$ cat config.mk
export PLATFORM = sky130hd
export DESIGN_NAME = shift_word_feeder
export DESIGN_NICKNAME = d
export VERILOG_FILES = /design/src/rtl/shift_word_feeder.sv
export SDC_FILE = /design/constraint.sdc
export NUM_CORES = 1
export LEC_CHECK = 0
export CAP_MARGIN = 20
export CORE_MARGIN = 1
export CORE_UTILIZATION = 35
export DETAILED_ROUTE_END_ITERATION = 10
export PLACE_DENSITY = 0.63
export REMOVE_ABC_BUFFERS = 1
export SLEW_MARGIN = 20
export SYNTH_ARGS = -nofsm -noshare
export SYNTH_HDL_FRONTEND = slang
export SYNTH_SLANG_ARGS = --single-unit
$ cat constraint.sdc
create_clock -name clk -period 3 [get_ports clk]
set_input_delay 0.3 -clock clk [delete_from_list [all_inputs] [get_ports clk]]
set_output_delay 0.3 -clock clk [all_outputs]
set_load 0.05 [all_outputs]
$ cat src/rtl/shift_word_feeder.sv
// Buffers parallel words in a small FIFO and serialises each one onto the serial
// input of a universal shift register, MSB first for left shifts and LSB first for right shifts.
module shift_word_feeder #(
    parameter int WIDTH = 8,
    parameter int DEPTH = 4
) (
    input  logic                           clk,
    input  logic                           reset_n,
    input  logic                           in_valid,
    output logic                           in_ready,
    input  logic [WIDTH-1:0]               in_data,
    input  logic                           in_dir,
    input  logic                           flush,
    output logic                           shift_enable,
    output logic                           shift_left,
    output logic                           shift_right,
    output logic                           data_bit,
    output logic                           busy,
    output logic                           word_done,
    output logic [$clog2(DEPTH+1)-1:0]     fifo_count
);

    localparam int PTR_W = $clog2(DEPTH);
    localparam int CNT_W = $clog2(DEPTH+1);
    localparam int BIT_W = (WIDTH > 1) ? $clog2(WIDTH) : 1;

    typedef enum logic [1:0] {IDLE, SHIFT, DONE} state_t;

    state_t             state_q, state_d;
    logic [WIDTH:0]     mem [DEPTH];
    logic [PTR_W-1:0]   wr_ptr, rd_ptr;
    logic [CNT_W-1:0]   count_q;
    logic [WIDTH-1:0]   sbuf;
    logic               dir_q;
    logic [BIT_W-1:0]   bit_cnt;
    logic [WIDTH:0]     head;
    logic               push, pop;

    assign in_ready   = (count_q < CNT_W'(DEPTH));
    assign fifo_count = count_q;
    assign head       = mem[rd_ptr];
    assign push       = in_valid & in_ready & ~flush;
    assign pop        = ~flush & (count_q != '0) & ((state_q == IDLE) | (state_q == DONE));

    // Word storage is pure data and is never cleared.
    always_ff @(posedge clk) begin
        if (push) mem[wr_ptr] <= {in_dir, in_data};
    end

    always_ff @(posedge clk or negedge reset_n) begin
        if (!reset_n) begin
            state_q <= IDLE;
            wr_ptr  <= '0;
            rd_ptr  <= '0;
            count_q <= '0;
            sbuf    <= '0;
            dir_q   <= 1'b0;
            bit_cnt <= '0;
        end else begin
            state_q <= state_d;
            if (flush) begin
                wr_ptr  <= '0;
                rd_ptr  <= '0;
                count_q <= '0;
                bit_cnt <= '0;
            end else begin
                if (push) wr_ptr <= wr_ptr + 1'b1;
                if (pop) begin
                    rd_ptr  <= rd_ptr + 1'b1;
                    sbuf    <= head[WIDTH-1:0];
                    dir_q   <= head[WIDTH];
                    bit_cnt <= '0;
                end else if (state_q == SHIFT) begin
                    // Move the next bit toward the end being emitted.
                    sbuf    <= dir_q ? {1'b0, sbuf[WIDTH-1:1]} : {sbuf[WIDTH-2:0], 1'b0};
                    bit_cnt <= bit_cnt + 1'b1;
                end
                case ({push, pop})
                    2'b10:   count_q <= count_q + 1'b1;
                    2'b01:   count_q <= count_q - 1'b1;
                    default: count_q <= count_q;
                endcase
            end
        end
    end

    always_comb begin
        state_d      = state_q;
        shift_enable = 1'b0;
        word_done    = 1'b0;
        case (state_q)
            IDLE: begin
                if (pop) state_d = SHIFT;
            end
            SHIFT: begin
                shift_enable = 1'b1;
                if (bit_cnt == BIT_W'(WIDTH-1)) state_d = DONE;
            end
            DONE: begin
                word_done = 1'b1;
                state_d   = pop ? SHIFT : IDLE;
            end
            default: state_d = IDLE;
        endcase
        if (flush) state_d = IDLE;
    end

    assign busy        = (state_q != IDLE);
    assign shift_left  = shift_enable & ~dir_q;
    assign shift_right = shift_enable & dir_q;
    assign data_bit    = shift_enable & (dir_q ? sbuf[0] : sbuf[WIDTH-1]);

endmodule

==> qor.txt <==
actual transition at the worst max-transition pin: 0.637 ns
EDFF count, synth: 36
post-synth design cell area: 0.00249 mm2
initial core utilization: 36.5%
TritonCTS clock tree: yes
overall routing resource usage: 13.6%
clock latency reported for the late side of the worst-skew pair: 0.32 ns
clock sink count: 57
result of the run: finished clean
Max Clk Rate: 402 MHz
flop2flop setup slack: 0.58 ns
logic depth of the worst register-to-register path: 6
met1 layer usage reported by global route: 18.7%
busiest layer in global routing: met2
area taken by multi-input logic gates: 835 um2
count of standard-cell rows: 30
Remaining DRCs: 0
area growth from synthesis to layout: 20.6%
antenna violations before repair: 0
kind of end point of the critical path: output pin
number of setup violations in the final report: 0
Tightest Hold Check Type: input port to async pin
area leader, netlist: edfxtp_1
die height: 86.4 um
Post-DP Area: 0.00281 mm2
top cells by area in the synthesized netlist: edfxtp_1, dfrtp_1, mux4_2, mux2i_1, ha_1
total half-perimeter wirelength after legalization and detailed placement: 2810 um
Async S/R FF share, synth: 36.8%
DRT antenna net count: 0
vias in the first global route: 1437
Gate Count Post-Synth: 169
Port-buffer cells: 22
worst supply voltage drop on vdd: 0.326 mV
worst r2r dst: fifo_count[2]
number of filler cells placed in the layout: 645
total detailed-routing wirelength: 4310 um
worst-case clock skew: 0.00731 ns
final-report max-slew violation count: 0
source of the worst register-to-register timing path: fifo_count[2]
Fin Setup TNS: 0 ns
first-pass GRT wire length: 7420 um
maxcap violations: 0
Std-Cell Core Area: 0.00683 mm2
vias per std cell: 4.82
Via Count: 1432
Hold Buf Count CTS: 0
detail-routed net length per standard cell: 14.5 um
number of design-rule violations left by the first detailed-router iteration: 122
final design instance area without fill: 0.00301 mm2
number of H-tree levels: 3
Worst Path Max Fanout: 8
count of non-filler cells in the finished layout: 297
layout net count: 216
Setup Fix Bufs, Post-CTS: 0
final critical path time including I/O delays and setup: 2.49 ns
clock-pin slew on the worst setup and hold paths: 0.07 ns
GRT Residual Overflow: 0
setup repair after global routing missed its margin: no
Antenna Diode Count: 0
routability congestion estimate: 0.769
leakage dissipation: 1.12 nW
post-cts repair resize count: 0
layout cell share with drive strength beyond 1: 15.9%
num ports: 23
top cell type's share of synthesized area: 43.4%
Detailed Routing Iterations Pass 1: 4
maximum number of pins on one net before global-route repair: 22
ratio of final minimum period to clock period: 82.9%
arrival time of the worst setup path: 2.19 ns
Hold Vio Cnt, Final: 0
cts bufs inserted: 9
number of placed instances with taps included: 281
kind of start point of the critical path: register
sequential share of the synthesized area: 64.5%
number of unique standard cell types used by synthesis: 34
area of the die: 0.00746 mm2
Clock Path Buffers: 2
met3 usage in global routing: 3.43%
power per cell area: 884 mW/mm2
top flip-flop cell by instance count after synthesis: edfxtp_1
required time at the worst-slack endpoint: 2.70 ns
Worst Path Class, Setup: register to output pin
met2 Use GR: 19.8%
register bit total from synthesis: 57
count of yosys warnings during synthesis: 0
post-synthesis average cell area: 14.7 um2
relative slew slack: 57.6%
register cell area after layout: 0.00161 mm2
Root Driver: clkbuf_8
Horiz. Die Dim: 86.4 um
state kept, by name, indices dropped and copies added, names as in the netlist:
name        count
sbuf            8
state_q         2
fifo_count      3
dir_q           1
rd_ptr          2
mem            36
bit_cnt         3
wr_ptr          2
worst max-delay path, cell delays in order (launching register included):
cell and delay (ns):
dfrtp_1 0.52, nand2b_1 0.26, inv_2 0.16, and2_1 0.13, clkdlybuf4s50_1 0.79
cells in the mapped netlist, drive strengths merged, types with 2 or more instances:
| master | instances |
|---|---|
| nand3 | 7 |
| or2 | 2 |
| inv | 4 |
| o21ai | 3 |
| a21oi | 4 |
| edfxtp | 36 |
| xnor2 | 2 |
| and2 | 2 |
| nor2 | 19 |
| nand2 | 7 |
| nor3 | 2 |
| mux4 | 9 |
| and3 | 4 |
| nand2b | 6 |
| ha | 6 |
| nor2b | 2 |
| mux2i | 9 |
| a221o | 6 |
| a31oi | 2 |
| buf | 8 |
| dfrtp | 21 |
per-stage QoR:
step                utilization, %  setup slack (ns)  power, W  hold WS, ns
floorplan                        -             0.593   0.00174      0.00441
finish                        44.0             0.512   0.00266        0.328
global placement              41.2             0.685   0.00198        0.531
global route                  44.0             0.353   0.00281        0.359
detailed placement            41.2             0.621   0.00199        0.536
CTS                           44.0             0.483   0.00269        0.332
logic make-up (layout without fill, tap and decap cells):
group	Yosys count	count (layout)	synth area share [%]
simple gates	55	55	11.8
compound gates	16	16	4.62
flops	57	57	64.5
mux	19	19	12.2
xor+xnor	3	3	1.05
fa+ha+maj	7	7	3.82
buf+inv	12	44	2.06
area by class of cell:
class	instances	area share [%]
clock buffers	9	4.12
clock inverters	7	2.37
well taps	96	4.00
multi-input cells	100	27.8
inverters	4	0.499
repair buffers	24	7.82
flip-flops and latches	57	53.4
power breakdown:
part | internal, W | switching [W]
logic | 0.000380 | 0.000450
clock network | 0.000381 | 0.000309
registers | 0.000971 | 0.000169
total | 0.00173 | 0.000928
how the worst max path moves through the flow:
stage	startpoint	endpoint	slack, ns
final	state_q[0]	shift_right	0.51
after global routing	state_q[0]	shift_right	0.35
after CTS	state_q[0]	shift_right	0.48
after detailed placement	fifo_count[2]	fifo_count[2]	0.62
after global placement	fifo_count[2]	fifo_count[2]	0.69
after floorplan	fifo_count[2]	fifo_count[2]	0.59
layer usage:
| layer | share of wire (%) | up-vias |
|---|---|---|
| met2 | 47 | 29 |
| met4 | 0.79 | 0 |
| met1 | 49 | 719 |
| met3 | 3.5 | 4 |
| met5 | 0 | - |
| li1 | - | 680 |
cells in the final DEF, fill, tap and decap left out, types with 2 or more instances in the layout:
cell type and count:
edfxtp_1 36, inv_1 3, mux4_2 9, buf_4 2, nand2b_1 6, nand3_1 7, mux2i_1 9, clkdlybuf4s50_1 22
clkinv_4 2, and2_1 2, dfrtp_1 21, o21ai_0 2, ha_1 6, and3_1 4, nor2b_1 2, nor2_1 19
xnor2_1 2, a31oi_1 2, a221o_1 6, clkinvlp_4 2, a21oi_1 4, nand2_1 7, clkbuf_8 9
(Power assumes the default switching activity.)
